## src/rtl/npu_sparse_pkg.sv

```systemverilog
// Shared constants and state type for the sparse chunk walker.
// All widths derive from the chunk size and the sparsemap window width.
package npu_sparse_pkg;

  localparam int unsigned MEM_SIZE = 128;
  localparam int unsigned PS_SIZE  = 8;
  localparam int unsigned WIN_NUM  = MEM_SIZE / PS_SIZE;
  localparam int unsigned AW       = $clog2(MEM_SIZE) + 1;
  localparam int unsigned CH_W     = AW - 1;
  localparam int unsigned WIN_W    = $clog2(WIN_NUM);
  localparam int unsigned PS_W     = $clog2(PS_SIZE);

  typedef enum logic [2:0] {
    StIdle,
    StFetch,
    StScan,
    StDrain,
    StDone
  } walk_state_e;

endpackage

```

## src/rtl/sparse_chunk_walker_if.sv

```systemverilog
// Output element stream of the walker: channel index plus nonzero byte,
// transferred on valid && ready.
interface sparse_chunk_walker_if;
  import npu_sparse_pkg::*;

  logic            out_valid;
  logic            out_ready;
  logic [CH_W-1:0] out_chan;
  logic [7:0]      out_data;

  modport master (output out_valid, output out_chan, output out_data, input out_ready);
  modport slave  (input out_valid, input out_chan, input out_data, output out_ready);
endinterface

```

## src/rtl/sparse_lsb_find.sv

```systemverilog
// Combinational lowest-set-bit finder over one sparsemap window.
module sparse_lsb_find #(
  parameter int unsigned Width = 8
) (
  input  logic [Width-1:0]         mask_i,
  output logic [$clog2(Width)-1:0] idx_o,
  output logic                     found_o
);

  always_comb begin
    idx_o   = '0;
    found_o = 1'b0;
    // Scan downwards so the lowest set bit is the last one written.
    for (int i = Width - 1; i >= 0; i--) begin
      if (mask_i[i]) begin
        idx_o   = ($clog2(Width))'(i);
        found_o = 1'b1;
      end
    end
  end

endmodule

```

## src/rtl/sparse_chunk_walker.sv

```systemverilog
// Walks a chunk's sparsemap window by window and streams (channel, byte)
// pairs for each set bit, fetching bytes by running nonzero count.
module sparse_chunk_walker
  import npu_sparse_pkg::*;
(
  input  logic                      clk_i,
  input  logic                      rst_ni,
  input  logic                      start_i,
  input  logic [AW-1:0]             chunk_len_i,
  output logic [WIN_W-1:0]          rd_sparsemap_addr_o,
  input  logic [PS_SIZE-1:0]        rd_sparsemap_i,
  output logic [AW-1:0]             rd_addr_o,
  input  logic [7:0]                rd_data_i,
  sparse_chunk_walker_if.master     out_io,
  output logic                      busy_o,
  output logic                      done_o,
  output logic [AW-1:0]             nnz_o
);

  walk_state_e        state_q;
  logic [AW-1:0]      len_q;
  logic [WIN_W-1:0]   win_idx_q;
  logic [AW-1:0]      nz_cnt_q;
  logic [PS_SIZE-1:0] mask_q;
  logic               out_valid_q;
  logic [CH_W-1:0]    out_chan_q;
  logic [7:0]         out_data_q;
  logic               done_q;

  logic [PS_W-1:0]    lsb_idx;
  logic               lsb_found;
  logic [AW-1:0]      win_base;
  logic [AW-1:0]      next_base;
  logic [PS_SIZE-1:0] valid_bits;
  logic               accept;
  logic               slot_free;

  sparse_lsb_find #(
    .Width (PS_SIZE)
  ) u_lsb_find (
    .mask_i  (mask_q),
    .idx_o   (lsb_idx),
    .found_o (lsb_found)
  );

  assign win_base  = AW'({win_idx_q, {PS_W{1'b0}}});
  assign next_base = win_base + AW'(PS_SIZE);
  assign accept    = out_valid_q & out_io.out_ready;
  assign slot_free = ~out_valid_q | out_io.out_ready;

  // Channels at or beyond the chunk length are masked off at fetch time.
  always_comb begin
    valid_bits = '0;
    for (int i = 0; i < PS_SIZE; i++) begin
      valid_bits[i] = (win_base + AW'(i)) < len_q;
    end
  end

  always_ff @(posedge clk_i or negedge rst_ni) begin
    if (!rst_ni) begin
      state_q     <= StIdle;
      len_q       <= '0;
      win_idx_q   <= '0;
      nz_cnt_q    <= '0;
      mask_q      <= '0;
      out_valid_q <= 1'b0;
      out_chan_q  <= '0;
      out_data_q  <= '0;
      done_q      <= 1'b0;
    end else begin
      done_q <= 1'b0;
      if (accept) out_valid_q <= 1'b0;
      unique case (state_q)
        StIdle: begin
          if (start_i) begin
            len_q     <= chunk_len_i;
            win_idx_q <= '0;
            nz_cnt_q  <= '0;
            if (chunk_len_i == '0) begin
              state_q <= StDone;
              done_q  <= 1'b1;
            end else begin
              state_q <= StFetch;
            end
          end
        end
        StFetch: begin
          mask_q  <= rd_sparsemap_i & valid_bits;
          state_q <= StScan;
        end
        StScan: begin
          if (lsb_found) begin
            if (slot_free) begin
              out_valid_q     <= 1'b1;
              out_chan_q      <= win_base[CH_W-1:0] + CH_W'(lsb_idx);
              out_data_q      <= rd_data_i;
              mask_q[lsb_idx] <= 1'b0;
              nz_cnt_q        <= nz_cnt_q + AW'(1);
            end
          end else if (next_base < len_q) begin
            win_idx_q <= win_idx_q + WIN_W'(1);
            state_q   <= StFetch;
          end else begin
            state_q <= StDrain;
          end
        end
        StDrain: begin
          if (!out_valid_q || accept) begin
            state_q <= StDone;
            done_q  <= 1'b1;
          end
        end
        StDone: state_q <= StIdle;
        default: state_q <= StIdle;
      endcase
    end
  end

  assign rd_sparsemap_addr_o = (state_q == StFetch) ? win_idx_q : '0;
  assign rd_addr_o           = (state_q == StScan) ? nz_cnt_q + AW'(1) : '0;
  assign busy_o              = (state_q != StIdle);
  assign done_o              = done_q;
  assign nnz_o               = nz_cnt_q;
  assign out_io.out_valid    = out_valid_q;
  assign out_io.out_chan     = out_chan_q;
  assign out_io.out_data     = out_data_q;

endmodule

```

## src/flat_wrapper.sv

```systemverilog
// flat-port wrapper written by rule: the top's interface ports become plain ports
module sparse_chunk_walker_flat import npu_sparse_pkg::*;
  (clk_i, rst_ni, start_i, chunk_len_i, rd_sparsemap_addr_o, rd_sparsemap_i, rd_addr_o, rd_data_i, busy_o, done_o, nnz_o, out_io_out_valid, out_io_out_chan, out_io_out_data, out_io_out_ready);
  sparse_chunk_walker_if out_io_i ();
  input  logic clk_i;
  input  logic rst_ni;
  input  logic start_i;
  input  logic [AW-1:0] chunk_len_i;
  output logic [WIN_W-1:0] rd_sparsemap_addr_o;
  input  logic [PS_SIZE-1:0] rd_sparsemap_i;
  output logic [AW-1:0] rd_addr_o;
  input  logic [7:0] rd_data_i;
  output logic busy_o;
  output logic done_o;
  output logic [AW-1:0] nnz_o;
  output wire logic [$bits(out_io_i.out_valid)-1:0] out_io_out_valid;
  output wire logic [$bits(out_io_i.out_chan)-1:0] out_io_out_chan;
  output wire logic [$bits(out_io_i.out_data)-1:0] out_io_out_data;
  input wire logic [$bits(out_io_i.out_ready)-1:0] out_io_out_ready;
  assign out_io_out_valid = out_io_i.out_valid;
  assign out_io_out_chan = out_io_i.out_chan;
  assign out_io_out_data = out_io_i.out_data;
  assign out_io_i.out_ready = out_io_out_ready;
  sparse_chunk_walker u_core (.clk_i(clk_i), .rst_ni(rst_ni), .start_i(start_i), .chunk_len_i(chunk_len_i), .rd_sparsemap_addr_o(rd_sparsemap_addr_o), .rd_sparsemap_i(rd_sparsemap_i), .rd_addr_o(rd_addr_o), .rd_data_i(rd_data_i), .out_io(out_io_i), .busy_o(busy_o), .done_o(done_o), .nnz_o(nnz_o));
endmodule
```

## config.mk

```make
export PLATFORM = sky130hd
export DESIGN_NAME = sparse_chunk_walker_flat
export DESIGN_NICKNAME = d
export VERILOG_FILES = /design/src/rtl/npu_sparse_pkg.sv /design/src/rtl/sparse_chunk_walker_if.sv /design/src/rtl/sparse_lsb_find.sv /design/src/rtl/sparse_chunk_walker.sv /design/src/flat_wrapper.sv
export SDC_FILE = /design/constraint.sdc
export NUM_CORES = 1
export LEC_CHECK = 0
export ABC_AREA = 1
export BUFFER_PORTS_ARGS = -buffer_cell sky130_fd_sc_hd__clkbuf_2
export CAP_MARGIN = 10
export CORE_AREA = 2 2 87 64
export CTS_CLUSTER_SIZE = 16
export DETAILED_ROUTE_END_ITERATION = 16
export DIE_AREA = 0 0 89 66
export PLACE_DENSITY = 0.87
export SLEW_MARGIN = 20
export SYNTH_ARGS = -nofsm -noshare
export SYNTH_HDL_FRONTEND = slang
export SYNTH_SLANG_ARGS = --single-unit
```

## constraint.sdc

```tcl
create_clock -name clk_i -period 5.7 [get_ports clk_i]
set_input_delay 1.14 -clock clk_i [delete_from_list [all_inputs] [get_ports clk_i]]
set_output_delay 1.14 -clock clk_i [all_outputs]
set_load 0.02 [all_outputs]
```

## Yosys cells after proc, flatten, opt, wreduce, memory -nomap -nowiden

Cells that the tools add are included.

- RAM bits: 0
- Word-level logic and storage cells: 105
- Register bits after elaboration: 48
- Bits in latches: 0
- Memories kept: 0
- Bits in read-only memories: 0

- Shift operators: 0
- Mux-type cells: 45
- Multipliers: 0
- $lt $le $gt $ge: 11
- Div/mod/pow operators: 0
- Reduce and logical (&&, ||, !) cells: 14
- Bitwise logic cells: 6
- Eq/ne operators: 9
- $add $sub $neg: 11

Operators with widths:

| kind | count |
|---|---|
| $lt 8x8->1 | 8 |
| $mux 8 | 6 |
| $mux 3 | 12 |
| $add 7x3->8 const B | 4 |
| $pmux 8 s2 | 2 |
| $add 7x2->8 const B | 2 |
| $and 8x8->8 | 2 |
| $mux 1 | 16 |
| $mux 4 | 4 |
| $pmux 3 s4 | 1 |
| $reduce_and 3->1 | 3 |
| $add 7x1->8 const B | 1 |
| $add 7x4->8 const B | 1 |
| $add 8x1->8 const B | 1 |
| $logic_not 8->1 | 1 |
| $lt 7x8->1 | 1 |
| $ne 2x1->1 const B | 4 |
| $not 8->8 | 1 |
| $pmux 4 s2 | 1 |
| $reduce_and 4->1 | 2 |
| $add 7x3->7 | 1 |
| $eq 3x2->1 const B | 2 |
| $add 4x1->4 const B | 1 |
| $lt 3x4->1 const B | 1 |
| 16 further kinds | 18 |

## Longest topological paths before layout

- Depth after elaboration: 17
- Depth in mapped cells: 13
- Depth with buffers taken out: 13

## Modules after synthesis

Synthesis repeated with hierarchy kept, for this count alone.

- Cell total of the unflattened synthesis: 355
- Area total of the unflattened synthesis: 2665.1 um^2

Modules (own cells, without submodules):

| module | area an instance (um^2) | times used | cells an instance |
|---|---|---|---|
| sparse_chunk_walker | 2566.2 | 1 | 333 |
| sparse_lsb_find | 98.8 | 1 | 22 |

## Worst setup path before layout

Ideal clock, no wire load.

- Path type: reg-to-output
- From: reg u_core.nz_cnt_q[0], in the netlist u_core.nnz_o[0]
- To: out rd_addr_o[6]
- Cell stages (with the launch flop): 6
- Slack: 3.156 ns
- Arrival: 1.404 ns
- Required time: 4.560 ns
- Cell sequence: dfrtp_1 ha_1 nand3_1 nor2_1 a21oi_1 nor2_1

- Word-level cells in the longest chain between the ends: 2

Ends and longest elaborated chain:

| what | RTL line | text |
|---|---|---|
| start, declared | sparse_chunk_walker.sv:23 | `logic [AW-1:0] nz_cnt_q;` |
| start signal, assigned | sparse_chunk_walker.sv:98 | `nz_cnt_q <= nz_cnt_q + AW'(1);` |
| $add 8x1->8 | sparse_chunk_walker.sv:120 | `assign rd_addr_o = (state_q == StScan) ? nz_cnt_q + AW'(1) : '0;` |
| $mux 8 | sparse_chunk_walker.sv:120 |  |
| end, declared | flat_wrapper.sv:11 | `output logic [AW-1:0] rd_addr_o;` |

Every way passes these cells.

## Worst setup path after layout

Ends and elaborated chain as after synthesis.

==> qor.txt <==
status -> completed
CORE AREA -> 5060 µm²
Tcrit/Tclk final -> 0.509
synth top area cells -> dfrtp_1, nand2_1, ha_1
EDFF count, synth -> 0
CP arrival -> 1760 ps
initial core utilization -> 0.558
post-CTS resize count -> 0
first-pass GRT wire length -> 10900 µm
most frequent cells in the layout -> nand2_1, clkbuf_2, dfrtp_1
post-synth top area share -> 0.425
Pre-antenna DRT Iters -> 4
setup bufs post-CTS -> 0
DP HPWL -> 4970 µm
die width -> 89 µm
DR WL/cell -> 12.7 µm
fraction of layout cells with a size suffix above 1 -> 0.248
root buf cell -> clkbuf_8
DRT Wirelength -> 6470 µm
Die Span Y -> 66 µm
pin count of the biggest net entering global routing -> 49
most common cell after layout, fill and taps aside -> nand2_1
Placer Congestion -> 0.890
CP startpoint kind -> register
sw frac -> 0.490
n_diodes -> 0
asr flop ratio synth -> 1.00
drt initial violations -> 237
Core Rows -> 22
Port Buffers -> 65
sequential fraction of the synthesis area -> 0.425
Syn Area/Cell -> 7.70 µm²
net switching power -> 0.000851 W
Clk pwr share -> 0.141
# setup viols final -> 0
Pleak -> 1.82 nW
DRC -> 0
antenna viol nets, final -> 0
Area after DPL -> 3200 µm²
CTS sink cnt -> 48
CP Capture Type -> output pin
CTS tree -> done
Via density -> 5.07
Setup Skew -> 5.69 ps
Max FO, Critical Path -> 5
Min-Delay Path Class -> register to register
final instance area -> 3310 µm²
unrepaired setup endpoints after global routing -> false
maximum vdd drop -> 319 µV
yosys warns -> 0
Tightest Pin Transition -> 596 ps
Internal Power -> 0.000885 W
I/O pin count -> 66
Yosys top cell by area -> dfrtp_1
post-synthesis cell type count -> 34
nets -> 475
H-tree Lvls -> 2
PD cells -> 525 nW/µm²
setup TNS -> 0 ps
Skew-Pair Late Insertion Delay -> 300 ps
Clock Tree Buf Depth -> 2
Slew HR -> 0.602
Die ar. -> 5870 µm²
area growth from synthesis to layout -> 17.0%
highest clock rate -> 0.345 GHz
fin crit period -> 2900 ps
#FFs+latches synth -> 48
All-Layer GR Usage -> 0.241
syn_nets -> 407
initial antenna violation count -> 0
Comb pwr share -> 0.544
Max Slew Vio Count -> 0
final hold violations -> 0
CTS Hold Bufs -> 0
synthesized area -> 2830 µm²
crit path kind -> register to output pin
Num CTS Buffers -> 5
Crit path required time -> 4560 ps
Synth Instances -> 367
Reg power frac -> 0.315
vias after detailed routing -> 2576
Max-Cap Viols -> 0
vias in the first global route -> 2380
Worst-path clk slew -> 90 ps
Post-synth top flop -> dfrtp_1
GRT overflow -> 0
==> cell usage after synthesis (all sizes together) (2+ instances only) <==
cell and n:
a31oi 2, dfrtp 48, a21oi 17, buf 4, ha 12, o21ai 28, nor2 40, nand3 21
nand4 3, nand2 129, inv 47, nand3b 2, nor3 3
==> logic make-up (layout without fill, tap and decap cells) <==
| logic type | Yosys count | in the layout | synth area share |
|---|---|---|---|
| AOI/OAI and AO/OA | 54 | 54 | 0.121 |
| DFF | 48 | 48 | 0.425 |
| xor gates and xnor gates | 1 | 1 | 0.00310 |
| adders and majority gates | 12 | 12 | 0.0531 |
| buffers and inverters | 52 | 121 | 0.0814 |
| and+or+nand+nor | 200 | 200 | 0.316 |
==> power groups by stage <==
stage               clock [W]  combinational, W  sequential, W
floorplan                   0          0.000677       0.000602
global route         0.000262           0.00106       0.000560
finish               0.000246          0.000944       0.000546
CTS                  0.000246          0.000942       0.000545
detailed placement          0          0.000937       0.000550
global placement            0          0.000899       0.000547
==> worst max-delay path, cell delays in order, from the launching register on <==
cell and delay (ps):
dfrtp_1 420, ha_1 230, nand3_1 150, nor2_1 190, a21oi_1 90, nor2_1 180
clkbuf_2 200
==> stage by stage <==
step	util	worst slack, ps	std cells	hold slack (ps)	power (W)
floorplan	-	3160	367	442	0.00128
global placement	0.632	3210	500	455	0.00145
detailed placement	0.632	3140	500	472	0.00149
CTS	0.653	2830	508	494	0.00173
global route	0.653	2650	508	524	0.00188
finish	0.653	2800	508	489	0.00174
==> layout make-up <==
cell class / count / area, µm²
Clock buffer: 6 / 72.6
Clock inverter: 2 / 35.0
Fill cell: 430 / 1760
Inverter: 47 / 181
Multi-Input combinational cell: 267 / 1400
Sequential cell: 48 / 1200
Tap cell: 72 / 90.1
Timing Repair Buffer: 66 / 333
==> final timing paths <==
check / start / to / slack [ps] / cells past startpoint
worst max-delay path: u_core.nnz_o[0]$_DFFE_PN0P_ / rd_addr_o[6] / 2800 / 6
worst min-delay path: u_core.out_io.out_data[1]$_DFFE_PN0P_ / u_core.out_io.out_data[1]$_DFFE_PN0P_ / 490 / 2
worst max register to register: u_core.win_idx_q[0]$_DFFE_PN0P_ / u_core.win_idx_q[1]$_DFFE_PN0P_ / 3460 / 12
worst min register to register: u_core.out_io.out_data[1]$_DFFE_PN0P_ / u_core.out_io.out_data[1]$_DFFE_PN0P_ / 490 / 2
max in group asynchronous: rst_ni / u_core.nnz_o[6]$_DFFE_PN0P_ / 4380 / 2
min in group asynchronous: rst_ni / u_core.len_q[4]$_DFFE_PN0P_ / 920 / 2
==> routing by layer <==
metal | global-route usage | vias up | share of wire
met5 | 0 | - | 0
met4 | 0.0765 | 0 | 0.015
met3 | 0.0375 | 8 | 0.045
met2 | 0.396 | 63 | 0.49
met1 | 0.328 | 1202 | 0.45
li1 | - | 1303 | -
==> sequential cells by signal, summed over array words and instances (netlist names) <==
register,count
u_core.state_q,3
u_core.out_io.out_valid,1
u_core.out_io.out_chan,7
u_core.len_q,8
u_core.out_io.out_data,8
u_core.mask_q,8
u_core.nnz_o,8
u_core.win_idx_q,4
u_core.done_o,1
No activity file was read; power rests on OpenSTA's default activity.
